==> config.mk <==
export PLATFORM = sky130hd
export DESIGN_NAME = mul_unit
export DESIGN_NICKNAME = d
export VERILOG_FILES = /design/src/rtl/mul_unit.sv
export SDC_FILE = /design/constraint.sdc
export NUM_CORES = 1
export LEC_CHECK = 0
export ABC_AREA = 1
export CAP_MARGIN = 20
export CORE_MARGIN = 3
export CORE_UTILIZATION = 50
export CTS_CLUSTER_DIAMETER = 100
export DETAILED_ROUTE_END_ITERATION = 10
export GPL_TIMING_DRIVEN = 0
export PLACE_DENSITY = 0.8
export RECOVER_POWER = 100
export SYNTH_ARGS = -nofsm -noshare
export SYNTH_HDL_FRONTEND = slang
export SYNTH_SLANG_ARGS = --single-unit
export TNS_END_PERCENT = 30
==> constraint.sdc <==
create_clock -name clk -period 2.68 [get_ports clk]
set_input_delay 0.536 -clock clk [delete_from_list [all_inputs] [get_ports clk]]
set_output_delay 0.536 -clock clk [all_outputs]
set_load 0.005 [all_outputs]
==> src/rtl/mul_unit.sv <==
// Iterative shift-add multiplier for MUL/MULH/MULHSU/MULHU; result XLEN/STEPS_PER_CYCLE+1 cycles after start.
// No backpressure: start is taken only when idle, and is dropped rather than queued while busy.
module mul_unit #(
  parameter int XLEN            = 32,
  parameter int STEPS_PER_CYCLE = 1
) (
  input  logic            clk,
  input  logic            rst_n,
  input  logic            start,
  input  logic            flush,
  input  logic [1:0]      mul_op,
  input  logic [XLEN-1:0] operand_a,
  input  logic [XLEN-1:0] operand_b,
  output logic            busy,
  output logic            done,
  output logic [XLEN-1:0] result
);

  localparam int CYCLES = XLEN / STEPS_PER_CYCLE;
  localparam int CNT_W  = (CYCLES > 1) ? $clog2(CYCLES) : 1;
  localparam logic [CNT_W-1:0] CNT_INIT = CNT_W'(CYCLES - 1);
  localparam logic [CNT_W-1:0] CNT_ONE  = CNT_W'(1);

  localparam logic [1:0] OP_MUL    = 2'b00;
  localparam logic [1:0] OP_MULH   = 2'b01;
  localparam logic [1:0] OP_MULHSU = 2'b10;

  typedef enum logic [1:0] {S_IDLE, S_CALC, S_DONE} state_t;

  state_t              state_q, state_d;
  logic [1:0]          op_q, op_d;
  logic                neg_q, neg_d;
  logic [2*XLEN-1:0]   acc_q, acc_d;
  logic [2*XLEN-1:0]   mcand_q, mcand_d;
  logic [XLEN-1:0]     mplier_q, mplier_d;
  logic [CNT_W-1:0]    cnt_q, cnt_d;
  logic [XLEN-1:0]     result_d;

  logic                a_neg, b_neg;
  logic [XLEN-1:0]     a_mag, b_mag;
  logic [2*XLEN-1:0]   acc_t, mc_t, prod;
  logic [XLEN-1:0]     mp_t;

  always_comb begin
    a_neg = ((mul_op == OP_MULH) || (mul_op == OP_MULHSU)) && operand_a[XLEN-1];
    b_neg = (mul_op == OP_MULH) && operand_b[XLEN-1];
    // Negating the most negative value wraps back to itself, which is the correct unsigned magnitude.
    a_mag = a_neg ? -operand_a : operand_a;
    b_mag = b_neg ? -operand_b : operand_b;

    acc_t = acc_q;
    mc_t  = mcand_q;
    mp_t  = mplier_q;
    for (int i = 0; i < STEPS_PER_CYCLE; i++) begin
      if (mp_t[0]) acc_t = acc_t + mc_t;
      mc_t = mc_t << 1;
      mp_t = mp_t >> 1;
    end
    prod = neg_q ? -acc_t : acc_t;

    state_d  = state_q;
    op_d     = op_q;
    neg_d    = neg_q;
    acc_d    = acc_q;
    mcand_d  = mcand_q;
    mplier_d = mplier_q;
    cnt_d    = cnt_q;
    result_d = result;

    case (state_q)
      S_IDLE: begin
        if (start && !flush) begin
          state_d  = S_CALC;
          op_d     = mul_op;
          neg_d    = a_neg ^ b_neg;
          acc_d    = '0;
          mcand_d  = {{XLEN{1'b0}}, a_mag};
          mplier_d = b_mag;
          cnt_d    = CNT_INIT;
        end
      end
      S_CALC: begin
        if (flush) begin
          state_d = S_IDLE;
        end else begin
          acc_d    = acc_t;
          mcand_d  = mc_t;
          mplier_d = mp_t;
          cnt_d    = cnt_q - CNT_ONE;
          // Final step's sum feeds the result directly so DONE holds the finished slice.
          if (cnt_q == '0) begin
            state_d  = S_DONE;
            result_d = (op_q == OP_MUL) ? prod[XLEN-1:0] : prod[2*XLEN-1:XLEN];
          end
        end
      end
      S_DONE:  state_d = S_IDLE;
      default: state_d = S_IDLE;
    endcase
  end

  always_ff @(posedge clk or negedge rst_n) begin
    if (!rst_n) begin
      state_q  <= S_IDLE;
      op_q     <= '0;
      neg_q    <= 1'b0;
      acc_q    <= '0;
      mcand_q  <= '0;
      mplier_q <= '0;
      cnt_q    <= '0;
      result   <= '0;
      busy     <= 1'b0;
      done     <= 1'b0;
    end else begin
      state_q  <= state_d;
      op_q     <= op_d;
      neg_q    <= neg_d;
      acc_q    <= acc_d;
      mcand_q  <= mcand_d;
      mplier_q <= mplier_d;
      cnt_q    <= cnt_d;
      result   <= result_d;
      busy     <= (state_d != S_IDLE);
      done     <= (state_d == S_DONE);
    end
  end

endmodule
## After elaboration in Yosys (flattened, before gate mapping)

Cells that the tools add are included.

| storage, ports and cells | value |
|---|---|
| bits in registers | 204 |
| bits of input ports | 70 |
| logic and storage cells | 57 |

| cells by class | value |
|---|---|
| $add $sub $neg | 5 |
| equality and inequality tests | 6 |
| mux-type cells | 21 |
| bitwise operators | 2 |
| reductions and logical operators | 13 |

Operator list:

| operator | number |
|---|---|
| $mux W64 | 6 |
| $pmux W64 S2 | 2 |
| $mux W32 | 5 |
| $add A64 B64 Y64 | 1 |
| $neg A32 Y32 | 2 |
| $neg A64 Y64 | 1 |
| $pmux W32 S2 | 1 |
| $mux W5 | 2 |
| $pmux W5 S2 | 1 |
| $mux W2 | 3 |
| $reduce_and A3 Y1 | 2 |
| $logic_not A5 Y1 | 1 |
| $sub A5 B1 Y5 const B | 1 |
| $eq A2 B1 Y1 const B | 2 |
| $eq A2 B2 Y1 const B | 2 |
| $logic_not A2 Y1 | 2 |
| $ne A2 B2 Y1 const B | 2 |
| $pmux W2 S2 | 1 |
| $reduce_bool A2 Y1 | 2 |
| $logic_and A1 B1 Y1 | 3 |
| $reduce_and A2 Y1 | 1 |
| $logic_not A1 Y1 | 1 |
| $logic_or A1 B1 Y1 | 1 |
| $not A1 Y1 | 1 |
| $xor A1 B1 Y1 | 1 |

## Depth between registers and ports, before layout

| logic depth | value |
|---|---|
| word-level depth | 6 |
| gate-level depth with buffers | 27 |
| gate-level depth less buffers | 27 |

## Worst setup path before layout

OpenSTA, ideal clock, no wires.

| path | value |
|---|---|
| kind | register to register |
| from | register mcand_q[0] |
| to | register result[28] |
| library setup time | 0.077 ns |
| arrival time | 2.799 ns |
| path slack | -0.197 ns |
| cell stages (with the launch flop) | 25 |
| clock period less this slack | 2.877 ns |
| cell sequence | dfrtp_1 -> ha_1 -> inv_1 -> fa_1 -> o21ai_1 -> clkinv_2 -> ha_1 -> inv_1 -> nor2_1 -> nand2_1 -> nor2_1 -> nand2_1 -> nor2_2 -> nand2_1 -> nor2_1 -> nand2_2 -> nor2_4 -> nand3_2 -> nand2_2 -> nand2_4 -> nor2_4 -> nand2_1 -> nand2_1 -> nand3_1 -> a21oi_1 |

| on the way | value |
|---|---|
| longest elaborated chain between the ends | 5 |

RTL lines:

| item | RTL line | source |
|---|---|---|
| from (decl) | 34 | `logic [2*XLEN-1:0] mcand_q, mcand_d;` |
| from (signal assigned) | 119 | `mcand_q <= mcand_d;` |
| $add A64 B64 Y64 (*) | 55 | `if (mp_t[0]) acc_t = acc_t + mc_t;` |
| $mux W64 (*) | 55 |  |
| $neg A64 Y64 | 59 | `prod = neg_q ? -acc_t : acc_t;` |
| $mux W64 (*) | 59 |  |
| $mux W32 (*) | 93 | `result_d = (op_q == OP_MUL) ? prod[XLEN-1:0] : prod[2*XLEN-1:XLEN];` |
| to (signal assigned) | 122 | `result <= result_d;` |
| to (decl) | 16 | `output logic [XLEN-1:0] result` |

Every way passes the cells marked *; elsewhere a longest branch is shown, timed or not.
A chain may end at the register's enable or synchronous reset.

## Final worst setup path

| path | value |
|---|---|
| from | register acc_q[1] |
| to | register result[1] |

| on the way | value |
|---|---|
| longest elaborated chain between the ends | 5 |

RTL lines:

| item | RTL line | source |
|---|---|---|
| from (decl) | 33 | `logic [2*XLEN-1:0] acc_q, acc_d;` |
| from (signal assigned) | 107 | `acc_q <= '0;` |
| from (signal assigned) | 118 | `acc_q <= acc_d;` |
| $add A64 B64 Y64 | 55 |  |
| $mux W64 (*) | 55 |  |
| $neg A64 Y64 | 59 |  |
| $mux W64 (*) | 59 |  |
| $mux W32 (*) | 93 |  |

Marked as above.

==> reports/metrics.csv <==
stage;metric;value;unit
sta;setup-violations-final;147;
sta;rsz0062_at_grt;true;
route;route.met2.wl;35120;µm
cts;cts.sink_count;204;
worst_setup_path;critPathMaxStageDelay;0.43;ns
sta;slew_headroom;-0.7957;
route;drc;0;
route;highest_layer;met5;
grt;track_usage;0.3852;
route;drt-initial-drc-count;3337;
sta;drv_slew;104;
floorplan;die_h;203.1;µm
place;dp_hpwl;62490;µm
cts;cts_buffers;26;
synthesis;synth-seq-cells;204;
cts;h-tree-depth;1;
synthesis;synth_cells;3325;
synthesis;synth-simple-area-share;0.4214;
grt;antenna_found_initial;1;
sta;fin_ws;-0.7297;ns
power;clkPwrFrac;0.165;
worst_setup_path;startpoint;acc_q[1]$_DFFE_PN0P_;
cts;cts-root-buf;clkbuf_16;
synthesis;synth-xor-area-share;0.01668;
sta;hold-worst-slack;0.2829;ns
power;combPwrFrac;0.632;
route;met1_length;32770;µm
place;io_buffers;103;
synthesis;yosysSeqAreaShare;0.2628;
worst_setup_path;cp_cell_sequence;inv_1 -> fa_2 -> inv_4 -> nand3_4 -> nand2_4 -> buf_6 -> nand4_1 -> nand3_2 -> nand2_1 -> nand2_1 -> nand2_2 -> nand2_4 -> nand2_4 -> inv_2 -> nand2_2 -> nor2_4 -> nand2_2 -> o21ai_4 -> buf_4 -> nand2_1 -> nand3_2 -> a31oi_1;
worst_setup_path;cp-end-kind;flip-flop;
finish;multi_input_area;0.01490;mm²
worst_setup_path;required;3.12;ns
power;finalPower;22.18;mW
worst_hold_path;worst_hold_path_type;input pin to flip-flop;
cts;cts_tree;yes;
finish;mostFrequentLayoutCells;nand2_1 (1007), inv_1 (493), nand2_2 (189);
power;peakVddDrop;660.4;µV
floorplan;core.rowCount;71;
worst_setup_path;worstPathArrival;3.85;ns
route;viasPerCell;5.847;
synthesis;ys.warnings.count;0;
finish;post-route-util;0.6753;
run_status;status;finished with violations;
sta;period_share;1.272;
run_status;violations;capacitance limit, slew limit, setup timing;
cts;clock_latency;0.60;ns
route;wl_per_cell;20.58;µm
grt;grt_pass1_wl;124100;µm
floorplan;floorplan.initialDensity;0.5109;
run;drv_cap;1;
power;swShare;0.5259;
synthesis;synth_top_family_by_area;simple AND/OR/NAND/NOR gates;
cts;holdBufCountCts;0;
worst_hold_path;min_from;operand_a[0];
synthesis;synth-compound-area-share;0.1284;
synthesis;synth_fa_ha_area_frac;0.04483;
synthesis;synth_edf_count;0;
synthesis;yosys_most_used_dff;dfrtp_1;
finish;seqCellArea;0.005129;mm²
worst_setup_path;critPathLaunchType;flip-flop;
finish;antenna_cells;0;
synthesis;synth_area;0.01943;mm²
finish;n_fill_cell;3394;
floorplan;die_w;203.1;µm
sta;fmax;293.3;MHz
finish;nNetsFinal;3672;
route;drt_wl_total;83620;µm
route;num_vias;23760;
sta;worstMarginPinSlew;2.694;ns
finish;layout_commonest_cell;nand2_1;
finish;drive_gt1_frac;0.2449;
power;leakage;12.46;nW
floorplan;pin_count;104;
place;routabilityCongestion;1.061;
floorplan;coreArea;0.03802;mm²
synthesis;ys_async_sr_fraction;1.000;
synthesis;syn_nets;3464;
place;post-place-ws;-1.393;ns
sta;hold_viol_final;0;
route;dr.pass1.iters;8;
power;p_seq_frac;0.202;
sta;clock_skew;0.03201;ns
finish;syn_to_final_growth;32.17;%
route;drtAntennaViolNets;0;
synthesis;synthMuxAreaShare;0;
cts;clockBufferDepth;3;
sta;layout_min_cycle_time;3.410;ns
floorplan;dieArea;0.04125;mm²
power;power_switching;11.67;mW
synthesis;yosysUniqueCellTypes;50;
grt;grt_pass1_vias;21690;
worst_setup_path;critPathKind;flip-flop to flip-flop;
worst_setup_path;critPathMaxFanout;5;
power;intPower;10.52;mW
worst_setup_path;cp_slowest_cell;dfrtp_1;
power;powerDensity;863.9;mW/mm²
cts;cts.clk_slew.worst_paths;0.06;ns
route;wl_met3;10760;µm
worst_setup_path;crit-reg2reg-launch;acc_q[1]$_DFFE_PN0P_;
grt;grt_start_max_net_pins;105;
synthesis;syn_avg_cell_area;5.842;µm²
grt;overflow;0;
## sequential cells by signal, summed over array words and instances (netlist names)
register  flops
state_q       2
acc_q        64
neg_q         1
cnt_q         5
done          1
op_q          2
result       32
mcand_q      64
busy          1
mplier_q     32
## synthesized netlist by cell type (3+ instances only)
cell	instances	area, µm²
nand3_2	17	170.2
clkbuf_1	65	244.0
nand3_1	236	1181
buf_1	7	26.28
nor2_2	35	219.0
nor2_1	271	1017
buf_2	20	100.1
inv_2	29	108.9
a21oi_2	4	35.03
nor3_1	39	195.2
o21ai_1	17	85.08
nand2_1	1200	4504
nor2_4	12	135.1
and3_1	3	18.77
o21ai_0	174	870.8
o211ai_1	18	135.1
or3_1	3	18.77
dfrtp_1	204	5105
o22ai_1	71	444.2
xor2_1	26	227.7
nor3_2	5	50.05
ha_1	68	850.8
inv_1	509	1911
o221ai_1	7	61.31
nand3b_1	7	52.55
nor4_1	8	50.05
clkinv_1	9	33.78
nand4_1	30	187.7
a21oi_1	137	685.7
a31oi_1	13	81.33
nand2_2	44	275.3
and2_1	4	25.02
xnor2_1	11	96.34
## cells by family after synthesis
group                    count (synthesis)
buffers and inverters                  642
AO/OA/AOI/OAI                          452
adder cells (fa/ha/maj)                 69
flip-flops                             204
AND/OR/NAND/NOR                       1921
XOR/XNOR                                37
## routing by layer
metal | GRT usage | vias to the layer above
met4 | 0.1615 | 2
li1 | - | 10930
met3 | 0.09171 | 331
met2 | 0.5757 | 1482
met5 | 0 | -
met1 | 0.5350 | 11020
## layout make-up
| class | instances | share of cell area |
|---|---|---|
| plain buffers | 94 | 0.01657 |
| clock buffers | 30 | 0.02709 |
| clock inverters | 18 | 0.007163 |
| inverters | 548 | 0.08055 |
| multi-input cells | 2479 | 0.5801 |
| flip-flops and latches | 204 | 0.1997 |
| well taps | 511 | 0.02490 |
| repair buffers | 180 | 0.06384 |
## what timing repair did
action,CTS,global route
gates cloned,0,0
setup buffers,51,25
gates resized for setup,498,288
pin swaps,121,93
endpoints found under the setup margin,201,177
hold endpoints to repair,0,0
## critical path, delay by kind of cell (launching register included)
family	cells	cell delay [ns]
buffers and inverters	5	0.52
adder cells (fa/ha/maj)	1	0.43
AO/OA/AOI/OAI	2	0.31
flip-flops	1	0.43
AND/OR/NAND/NOR	14	1.54
## per-stage QoR
step,setup TNS (ns),instances,instance area [µm²]
floorplan,-2.055,3325,19450
global route,-52.57,4064,25680
CTS,-12.65,4039,24480
detailed placement,-189.81,3940,21150
finish,-29.85,4064,25680
global placement,-1763.26,3939,21120
## worst paths after layout
check | to | slack, ns | depth (start not counted)
max in group asynchronous | acc_q[11]$_DFFE_PN0P_ | 0.12 | 1
min in group asynchronous | mcand_q[24]$_DFFE_PN0P_ | 0.75 | 1
worst min-delay path | mcand_q[0]$_DFFE_PN0P_ | 0.28 | 3
worst max-delay path | result[1]$_DFFE_PN0P_ | -0.73 | 22
worst min register to register | result[6]$_DFFE_PN0P_ | 0.48 | 2
worst max register to register | result[1]$_DFFE_PN0P_ | -0.73 | 22
## power groups by stage
stage | registers [mW] | logic [mW] | clock network (mW)
after global routing | 4.51 | 14.9 | 3.78
after CTS | 4.42 | 12.2 | 3.65
final | 4.49 | 14.0 | 3.66
after floorplan | 4.02 | 7.02 | 0
after global placement | 4.27 | 9.79 | 0
after detailed placement | 4.28 | 9.86 | 0
Note: power is estimated with default switching activity, not from simulation.
